File: config.mk
export PLATFORM = sky130hd
export DESIGN_NAME = ram_store_merge
export DESIGN_NICKNAME = d
export VERILOG_FILES = /design/src/rtl/ram_store_merge.sv
export SDC_FILE = /design/constraint.sdc
export NUM_CORES = 1
export LEC_CHECK = 0
export CAP_MARGIN = 20
export CORE_MARGIN = 2
export CORE_UTILIZATION = 40
export DETAILED_ROUTE_END_ITERATION = 7
export HOLD_SLACK_MARGIN = 0.15
export PLACE_DENSITY = 0.71
export SLEW_MARGIN = 25
export SYNTH_ARGS = -nofsm -noshare
export SYNTH_HDL_FRONTEND = slang
export SYNTH_SLANG_ARGS = --single-unit
File: constraint.sdc
create_clock -name clk -period 10.8 [get_ports clk]
set_input_delay 2.7 -clock clk [delete_from_list [all_inputs] [get_ports clk]]
set_output_delay 2.7 -clock clk [all_outputs]
set_load 0.1 [all_outputs]
File: src/rtl/ram_store_merge.sv
// ram_store_merge
//   Store-side read-modify-write engine between a CPU store port and a
//   single-port synchronous RAM organised as 64-bit quads.
//
//   A byte/word/long/quad store is accepted in IDLE. The block then:
//     1. reads the target quad;
//     2. shifts the store data left to its byte offset;
//     3. merges the shifted data into the quad under a byte-lane mask;
//     4. writes the merged quad back.
//   A misaligned store is rejected with done+err and causes no RAM access.
//
//   Optional feature macro: RAM_STORE_QUAD_BYPASS_EN
//     defined   : an aligned quad store goes straight to WRITE with
//                 ram_wdata = req_data (no read).
//     undefined : quad stores take the full read-modify-write path.
//
//   Ports
//     clk, rst          clock; asynchronous active-high reset
//     req_valid/ready   store request handshake (ready only in IDLE)
//     req_addr          byte address; quad address is req_addr[ADDR_W-1:3]
//     req_size          00 byte, 01 word, 10 long, 11 quad
//     req_data          right-aligned store data
//     done, err         one-cycle completion pulse; err marks a rejected store
//     ram_addr          quad address, held from READ through WRITE, else 0
//     ram_re, ram_rdata RAM read strobe; data arrives the following cycle
//     ram_we, ram_wdata RAM write strobe and merged quad
module ram_store_merge #(
  parameter int RAM_QUAD_SIZE = 64,
  parameter int ADDR_W        = 16
) (
  input  logic                     clk,
  input  logic                     rst,
  input  logic                     req_valid,
  output logic                     req_ready,
  input  logic [ADDR_W-1:0]        req_addr,
  input  logic [1:0]               req_size,
  input  logic [RAM_QUAD_SIZE-1:0] req_data,
  output logic                     done,
  output logic                     err,
  output logic [ADDR_W-4:0]        ram_addr,
  output logic                     ram_re,
  input  logic [RAM_QUAD_SIZE-1:0] ram_rdata,
  output logic                     ram_we,
  output logic [RAM_QUAD_SIZE-1:0] ram_wdata
);

  localparam int LANES = RAM_QUAD_SIZE / 8;

  typedef enum logic [2:0] {
    IDLE  = 3'd0,
    READ  = 3'd1,
    MERGE = 3'd2,
    WRITE = 3'd3,
    ERR   = 3'd4
  } state_t;

  state_t                   state_reg, state_next;
  logic [ADDR_W-1:0]        addr_reg;
  logic [1:0]               size_reg;
  logic [RAM_QUAD_SIZE-1:0] data_reg;
  logic [RAM_QUAD_SIZE-1:0] wdata_reg;

  logic                     accept;
  logic                     misaligned;
  logic                     quad_bypass;
  logic [2:0]               offset;
  logic [3:0]               size_bytes;
  logic [LANES-1:0]         lane_en;
  logic [RAM_QUAD_SIZE-1:0] mask;
  logic [RAM_QUAD_SIZE-1:0] shifted;
  logic [RAM_QUAD_SIZE-1:0] merged;

  assign accept = req_valid && (state_reg == IDLE);

  // The offset must be a multiple of the access size in bytes.
  always_comb begin
    misaligned = 1'b0;
    case (req_size)
      2'd0: misaligned = 1'b0;
      2'd1: misaligned = req_addr[0];
      2'd2: misaligned = |req_addr[1:0];
      2'd3: misaligned = |req_addr[2:0];
      default: misaligned = 1'b0;
    endcase
  end

`ifdef RAM_STORE_QUAD_BYPASS_EN
  assign quad_bypass = (req_size == 2'd3) && !misaligned;
`else
  assign quad_bypass = 1'b0;
`endif

  // Byte-lane mask from the latched request: lanes [offset, offset+2^size).
  // The 4-bit sum cannot overflow (at most 7 + 8).
  assign offset     = addr_reg[2:0];
  assign size_bytes = 4'd1 << size_reg;

  genvar gi;
  generate
    for (gi = 0; gi < LANES; gi++) begin : g_lane
      assign lane_en[gi] = ({1'b0, offset} <= 4'(gi)) &&
                           (4'(gi) < ({1'b0, offset} + size_bytes));
      assign mask[gi*8 +: 8] = {8{lane_en[gi]}};
    end
  endgenerate

  // Data bits above the access size shift into lanes outside the mask
  // (or off the top) and are discarded by the merge.
  assign shifted = data_reg << {offset, 3'b000};
  assign merged  = (ram_rdata & ~mask) | (shifted & mask);

  // State and request latches.
  always_ff @(posedge clk or posedge rst) begin
    if (rst) begin
      state_reg <= IDLE;
      addr_reg  <= '0;
      size_reg  <= '0;
      data_reg  <= '0;
      wdata_reg <= '0;
    end else begin
      state_reg <= state_next;
      if (accept) begin
        addr_reg <= req_addr;
        size_reg <= req_size;
        data_reg <= req_data;
        if (quad_bypass) begin
          wdata_reg <= req_data;
        end
      end
      if (state_reg == MERGE) begin
        wdata_reg <= merged;
      end
    end
  end

  // Next state and Moore outputs.
  always_comb begin
    state_next = state_reg;
    req_ready  = 1'b0;
    ram_re     = 1'b0;
    ram_we     = 1'b0;
    done       = 1'b0;
    err        = 1'b0;
    ram_addr   = '0;
    case (state_reg)
      IDLE: begin
        req_ready = 1'b1;
        if (accept) begin
          if (misaligned) begin
            state_next = ERR;
          end else if (quad_bypass) begin
            state_next = WRITE;
          end else begin
            state_next = READ;
          end
        end
      end
      READ: begin
        ram_re     = 1'b1;
        ram_addr   = addr_reg[ADDR_W-1:3];
        state_next = MERGE;
      end
      MERGE: begin
        ram_addr   = addr_reg[ADDR_W-1:3];
        state_next = WRITE;
      end
      WRITE: begin
        ram_we     = 1'b1;
        done       = 1'b1;
        ram_addr   = addr_reg[ADDR_W-1:3];
        state_next = IDLE;
      end
      ERR: begin
        done       = 1'b1;
        err        = 1'b1;
        state_next = IDLE;
      end
      default: state_next = IDLE;
    endcase
  end

  assign ram_wdata = wdata_reg;

endmodule

---- After elaboration in Yosys (flattened, before gate mapping) ----
Index checks and enable logic that the tools add are counted.
word-level totals
  bits in registers ....................... 149
  output and inout bits ................... 82
cells by class
  add/sub/neg operators ................... 1
  order comparisons ....................... 15
  equality and inequality tests ........... 8
  shift operators ......................... 2
  multiplexer cells ....................... 10
  bitwise operators ....................... 4
  reductions and logical operators ........ 14
operator list
  kind                                                                              count
  64-bit AND                                                                        2
  64-bit inverter                                                                   1
  64-bit bitwise OR                                                                 1
  64-bit by 6-bit << shifter with 64-bit output                                     1
  3-bit by 4-bit < comparator with 1-bit output, first input constant               4
  13-bit 2-to-1 mux                                                                 1
  3-bit less-or-equal comparator, second input constant                             3
  3-bit one-hot mux with 3 select lines                                             1
  1-bit logical AND                                                                 8
  1-bit by 4-bit < comparator with 1-bit output, first input constant               2
  2-bit by 4-bit < comparator with 1-bit output, first input constant               2
  3-bit by 2-bit == test with 1-bit output, second input constant                   2
  3-bit by 1-bit less-or-equal comparator with 1-bit output, second input constant  2
  3-bit by 2-bit less-or-equal comparator with 1-bit output, second input constant  2
  3-bit 2-to-1 mux                                                                  2
  3-bit OR reduction                                                                2
  1-bit 2-to-1 mux                                                                  5
  3-bit by 4-bit adder with 4-bit output                                            1
  2-bit == test, second input constant                                              2
  1-bit one-hot mux with 4 select lines                                             1
  2-bit OR reduction                                                                2
  1-bit by 2-bit << shifter with 4-bit output, first input constant                 1
  3-bit by 1-bit == test with 1-bit output, second input constant                   1
  3-bit == test, second input constant                                              1
  4 further kinds                                                                   4

---- Logic depth before layout (Yosys ltp) ----
  depth in word-level cells ............... 7
  mapped depth ............................ 9
  depth with buffers taken out ............ 8

---- Worst setup path after synthesis ----
No wires, ideal clock.
  path kind ............................... register to output
  start ................................... register state_reg[2]
  end ..................................... output ram_re
  arrival time ............................ 2677 ps
  data required time ...................... 8100 ps
  slack ................................... 5423 ps
  cell stages (with the launch flop) ...... 2
  buffers on the path ..................... 0
  path through ............................ dfrtp_1 > nor3b_1
between the ends
  longest elaborated chain between the ends .. 2
ends and longest elaborated chain
  item                                      RTL line  text
  from (decl)                               57        state_t state_reg, state_next;
  from (signal assigned)                    121       state_reg <= state_next;
  3-bit by 1-bit == test with 1-bit output  145       case (state_reg)
  1-bit 2-to-1 mux                          145
  to (decl)                                 41        output logic ram_re,
Every way passes these cells.

---- Final worst setup path ----
  start ................................... register state_reg[1]
  end ..................................... output ram_addr[1]
between the ends
  longest elaborated chain between the ends .. 3
  elaborated cells between the ends (all ways) .. 5
  those cells by class .................... eq/ne (3); mux (1); reduce/logical (1)
ends and longest elaborated chain
  item                                                                                                         RTL line  text
  3-bit by 2-bit == test with 1-bit output / 3-bit by 1-bit == test with 1-bit output (equally long branches)  145
  3-bit OR reduction (no line) (*)                                                                             -
  13-bit 2-to-1 mux (*)                                                                                        145
  to (decl)                                                                                                    40        output logic [ADDR_W-4:0] ram_addr,
Every way passes the cells marked *; elsewhere a longest branch is shown, timed or not.

==> results.txt <==
CP Class - flop to output pin
Setup TNS - 0 ns
Setup bufs post-CTS - 0
Deepest clock path buffer count - 2
HPWL after DPL - 17970 um
Delay-heaviest family, CP - buffers and inverters
Worst-path cell chain - nor2_1 -> nor2_1 -> and2_1 -> clkdlybuf4s50_1
CP Data Required Time - 8.10 ns
GRT Total Usage - 23.76%
Startpoint Class - flop
CTS Buf Count - 17
Slowest cell on crit path - clkdlybuf4s50_1
Initial core utilization - 40.63%
Final clock skew - 0.009839 ns
Type of the worst min-delay path - flop to flop
Final std cells w/o fill - 1214
Vias in the first global route - 6397
Setup violators final - 0
Top cell type's share of synthesized area - 47.31%
CTS tree - done
Residual DRC - 0
Most common cell after layout, fill and taps aside - clkdlybuf4s50_1
Register bit total from synthesis - 149
Die W - 144.4 um
Port-buffer cells - 230
1st-pass router iterations - 5
F_max - 180.5 MHz
RSZ-0062 raised after global routing - no
I/O pin total - 231
Post-Syn Instances - 728
Global-route wire length before repair - 37090 um
Iteration-0 DRC count of the detailed router - 497
Placed cells - 1183
# H-tree levels - 4
Root Buffer Master - clkbuf_16
CTS hold repair buffers - 0
Post-synthesis sequential area ratio - 47.31%
Final RePlAce weighted congestion - 0.8534
Resize count post-CTS - 0
ANT cells - 0
Core ar. - 19400 um^2
Worst-skew pair later-pin latency - 0.42 ns
Final Max Slew Viols - 0
Endpoint type of the worst setup path - output pin
Nets - 1090
Final Util - 56.64%
Remaining Overflow, GRT - 0
Max cap viols - 0
Slew at the pin closest to its max-slew limit - 1.041 ns
Most used cell, CP - nor2_1
Worst hold start - ram_wdata[8]
Area leader, netlist - dfrtp_1
Min Hold Slack - 0.4791 ns
Critical Path Fanout Max - 13
Final ANT Viol Nets - 0
Post-DR wirelength/cell - 20.13 um
Outcome - finished, final reports clean
Yosys warnings - 0
Final wirelength - 24440 um
Relative slew slack - 30.42%
Largest net degree at the start of global routing - 96
Post-route minimum period - 5.539 ns
CTS sink count - 149
Worst Setup SP - state_reg[1]
Number of vias per cell - 5.385
Die Height - 144.4 um
CP bufs+invs - 1
Initial antenna violation count - 0
Avg Cell Area, Syn - 10.83 um^2
Die ar. - 20840 um^2
Crit-path max cell delay - 1.14 ns
Synth top area cells - dfrtp_1 47%, mux2_2 14%, mux2i_1 11%
Syn_nets - 881
Crit share post-route - 51.29%
Row cnt - 51
Final hold violation count - 0
Vias - 6537
Share of layout cells above drive strength 1 - 16.54%
Fillers - 1726
Synth unique cells - 49
Cell area after synthesis - 7881 um^2
Area grow syn2layout - 39.40%
CTS clock-pin slew for the worst setup and hold paths - 0.06 ns
Worst R2R Setup Slack - 7.37 ns
Arr. time, crit path - 2.84 ns
Most frequent cells in the layout - 230 x clkdlybuf4s50_1, 148 x dfrtp_1, 100 x mux2_2
R2R Path Start - addr_reg[0]
-- cell type report --
| type | count | area (um^2) | area share, % |
|---|---|---|---|
| inverters | 9 | 38.79 | 0.3530 |
| well taps | 265 | 331.6 | 3.018 |
| repair buffers | 238 | 2362 | 21.50 |
| clock buffers | 23 | 478.0 | 4.350 |
| flip-flops and latches | 149 | 3730 | 33.95 |
| clock inverters | 8 | 123.9 | 1.127 |
| multi-input cells | 522 | 3923 | 35.70 |
-- final timing paths --
| check | end | cells past startpoint |
|---|---|---|
| max | ram_addr[1] | 4 |
| min | ram_wdata[8] | 2 |
| max reg2reg | ram_wdata[54] | 8 |
| min reg2reg | ram_wdata[8] | 2 |
| max in group asynchronous | ram_wdata[45] | 3 |
| min in group asynchronous | addr_reg[15] | 2 |
-- worst reg2reg max path: stages, from the launching register on --
cell and delay (ns):
dfrtp_2 0.34, buf_4 0.74, ha_1 0.35, fa_1 0.53, nand2_1 0.18, o2bb2ai_1 0.10
o211ai_1 0.57, a21oi_1 0.19, a221o_1 0.31
-- cells by family (layout without fill, tap and decap cells) --
| group | count (synthesis) | in the layout | synth area share, % |
|---|---|---|---|
| XOR/XNOR | 2 | 2 | 0.2223 |
| AND/OR/NAND/NOR | 183 | 183 | 10.51 |
| adder cells (fa/ha/maj) | 4 | 4 | 0.7303 |
| buffers and inverters | 57 | 278 | 2.985 |
| multiplexers | 187 | 187 | 25.34 |
| AO/OA/AOI/OAI | 146 | 146 | 12.91 |
| flip-flops | 149 | 149 | 47.31 |
-- through the flow --
stage | cell area, um^2 | worst slack, ns
finish | 10990 | 5.261
global route | 10990 | 5.057
CTS | 10990 | 5.166
detailed placement | 10390 | 5.643
global placement | 10390 | 5.814
floorplan | 7881 | 4.092
-- synth_stat cells (all sizes together) --
| library cell | instances |
|---|---|
| o22a | 5 |
| a221oi | 5 |
| nor2b | 4 |
| fa | 1 |
| a221o | 8 |
| mux2 | 100 |
| clkbuf | 29 |
| a21bo | 1 |
| a211oi | 3 |
| mux2i | 87 |
| o21a | 1 |
| nand3b | 1 |
| nand2b | 1 |
| o22ai | 12 |
| and3 | 6 |
| o41ai | 1 |
| xor2 | 1 |
| and2 | 23 |
| clkinv | 1 |
| nor3b | 1 |
| a31oi | 4 |
| a21boi | 1 |
| nor2 | 29 |
| inv | 8 |
| a21o | 5 |
| nand2 | 97 |
| nand3 | 8 |
| o2bb2ai | 11 |
| o221ai | 1 |
| o211ai | 1 |
| dfrtp | 149 |
| o21ai | 40 |
| a22o | 5 |
| xnor2 | 1 |
| and3b | 1 |
| a21oi | 35 |
| ha | 3 |
| or2 | 9 |
| nor3 | 3 |
| buf | 19 |
| a311oi | 5 |
| a41oi | 1 |
| o221a | 1 |
-- layer usage --
| layer | global-route usage [%] | part of all wire, % |
|---|---|---|
| met1 | 33.56 | 45 |
| met2 | 36.69 | 45 |
| met3 | 5.099 | 7.7 |
| met4 | 7.307 | 2.3 |
| met5 | 0 | 0 |
Power is not shown: default switching activity piles up to over one toggle a cycle in this logic, so the estimate is an artifact.
==> edit, RTL diff (same settings) <==
Set the parameter `ADDR_W` to 15 (it was 16).
--- a/src/rtl/ram_store_merge.sv
+++ b/src/rtl/ram_store_merge.sv
@@ -26,7 +26,7 @@
 //     ram_we, ram_wdata RAM write strobe and merged quad
 module ram_store_merge #(
   parameter int RAM_QUAD_SIZE = 64,
-  parameter int ADDR_W        = 16
+  parameter int ADDR_W        = 15
 ) (
   input  logic                     clk,
   input  logic                     rst,
Interface: changed (resized ram_addr and req_addr); port bits go from 231 to 229. No check against the original RTL was run, so the function may have changed too.
==> edit against the unedited design <==
- wire length is 0.86% lower
- hold slack worse by 0.0013 ns
- design area rose by 0.65%
- utilization about the same
- sequential cell count decreased by 1
- register-to-register slack worse by 0.36 ns
- setup slack better by 0.074 ns
- synthesized area grew 1.2%
- largest cell class unchanged
Power is left out: the tool's default activity adds up to more than one toggle a clock period on the data nets, which glitch-free logic cannot reach.
==> edit: results (changes against the unedited design) <==
[yosys] count of distinct cell types in the synthesized netlist 51 [+4.1%]
[place] Post-Place Setup Slack 5.742 ns [+0.09940 ns]
[yosys] net count after synthesis 823 [-6.6%]
[layout] number of inserted filler cells in the final layout 1722 [-0.23%]
[layout] Post-layout nets 1030 [-5.5%]
[grt] total routing resource utilization after global routing 23.36% [-0.41 points]
[yosys] fraction of synthesis flops using an asynchronous set or reset pin 100.0% [unchanged]
[grt] wire length of the first global-routing pass 37740 um [+1.7%]
[clock_tree] Clk Tree Root Cell clkbuf_16
[critical_path] endpoint kind of the worst setup timing path output port
[drt] via total after detailed routing 6337 [-3.1%]
[drt] number of DRC markers in iteration 0 527 [+6.0%]
[clock_tree] Clock Tree Buf Depth 2 [unchanged]
[drt] via count normalized by instance count 5.491 [+2.0%]
[critical_path] cell family with most CP delay buffers and inverters
[clock_tree] clock latency of the later-clocked register in the worst-skew pair 0.43 ns
[drt] wire length after detailed routing 24230 um [-0.86%]
[critical_path] Critical Path Fanout Max 12 [-1]
[critical_path] delay of the slowest cell on the worst path 1.13 ns
[grt] largest net degree at the start of global routing 89 [-7.3%]
[sta] transition time at the pin with the least slew margin 1.040 ns [-0.0006362 ns]
[critical_path] cell with the largest stage delay on the worst path clkdlybuf4s50_1
[yosys] count of synthesis-stage warnings from yosys 0 [unchanged]
[grt] initial antenna violation count 0 [unchanged]
[place] IO Port Bufs 228 [-0.87%]
[hold_path] kind of path behind the tightest hold check reg2reg
[run_status] run status completed
[layout] share of layout cells above drive strength 1 20.92% [+4.4 points]
[yosys] sequential-to-total area share from yosys stat 46.42% [-0.89 points]
[sta] worst clock skew 0.008527 ns [-0.001312 ns]
[place] half-perimeter wire length after detailed placement 18180 um [+1.2%]
[yosys] cell area after synthesis 7979 sq um [+1.2%]
[place] last weighted congestion value of the routability-driven placer 0.9274 [+8.7%]
[place] Placed Cells 1123 [-5.1%]
[yosys] leading post-synthesis cells by cell area dfrtp_1 (46%), mux2_2 (13%), mux2i_1 (7.3%)
[yosys] dominant register cell in the synthesized netlist dfrtp_1
[yosys] average cell area after synthesis 11.89 sq um [+9.8%]
[drt] drt first pass iters 8 [+3]
[yosys] leading post-synthesis cells by instance count dfrtp_1 (148), mux2_2 (95), mux2i_1 (58), nand2_1 (53), nor2_1 (41)
[layout] count of antenna diodes in the layout 0 [unchanged]
[clock_tree] post-CTS clock slew at the launch and capture registers of the worst setup and hold paths 0.06 ns [about the same]
[edit: tightest hold or removal path: stages (launching register included)]
cell	delay, ns
dfrtp_1	0.34
nand2_1	0.04
o21ai_0	0.06
[edit: layout make-up]
type                       instances  area [sq um]  area share (%)
tap                              265         331.6           2.998
multi-input combinational        473          4055           36.67
sequential                       148          3709           33.54
clock inverter                     9         105.1          0.9504
inverter                           2         12.51          0.1131
clock buffer                      21         470.5           4.254
timing repair buffer             236          2375           21.48
[edit: logic make-up after synthesis]
family,share of synthesized area (%)
adder cells (fa/ha/maj),0.7214
AO/OA/AOI/OAI,12.20
flip-flops,46.42
XOR/XNOR,0.2039
AND/OR/NAND/NOR,9.973
buffers and inverters,3.027
multiplexers,27.46
[edit: path summary, 6_finish.rpt]
check                      slack (ns)  depth (start not counted)             to           from
max                              5.33                          4    ram_addr[4]   state_reg[0]
min                              0.48                          2  ram_wdata[61]  ram_wdata[61]
max reg2reg                      7.01                          6  ram_wdata[50]    addr_reg[2]
min reg2reg                      0.48                          2  ram_wdata[61]  ram_wdata[61]
max in group asynchronous        6.73                          3  ram_wdata[21]            rst
min in group asynchronous        2.78                          2   data_reg[36]            rst
[edit: per-stage QoR]
| step | hold WS [ns] | cell area, sq um |
|---|---|---|
| floorplan | 0.4720 | 7979 |
| global placement | 0.4606 | 10420 |
| detailed placement | 0.4701 | 10450 |
| CTS | 0.4843 | 11020 |
| global route | 0.5124 | 11060 |
| finish | 0.4778 | 11060 |
[edit: routing by layer]
layer	part of all wire (%)	track usage, %	vias to the layer above	wire length [um]
met1	42	30.58	3117	10210
met5	0	0	-	0
met4	3.2	8.578	0	784
li1	-	-	2918	-
met3	6.7	6.038	53	1634
met2	48	37.49	249	11610
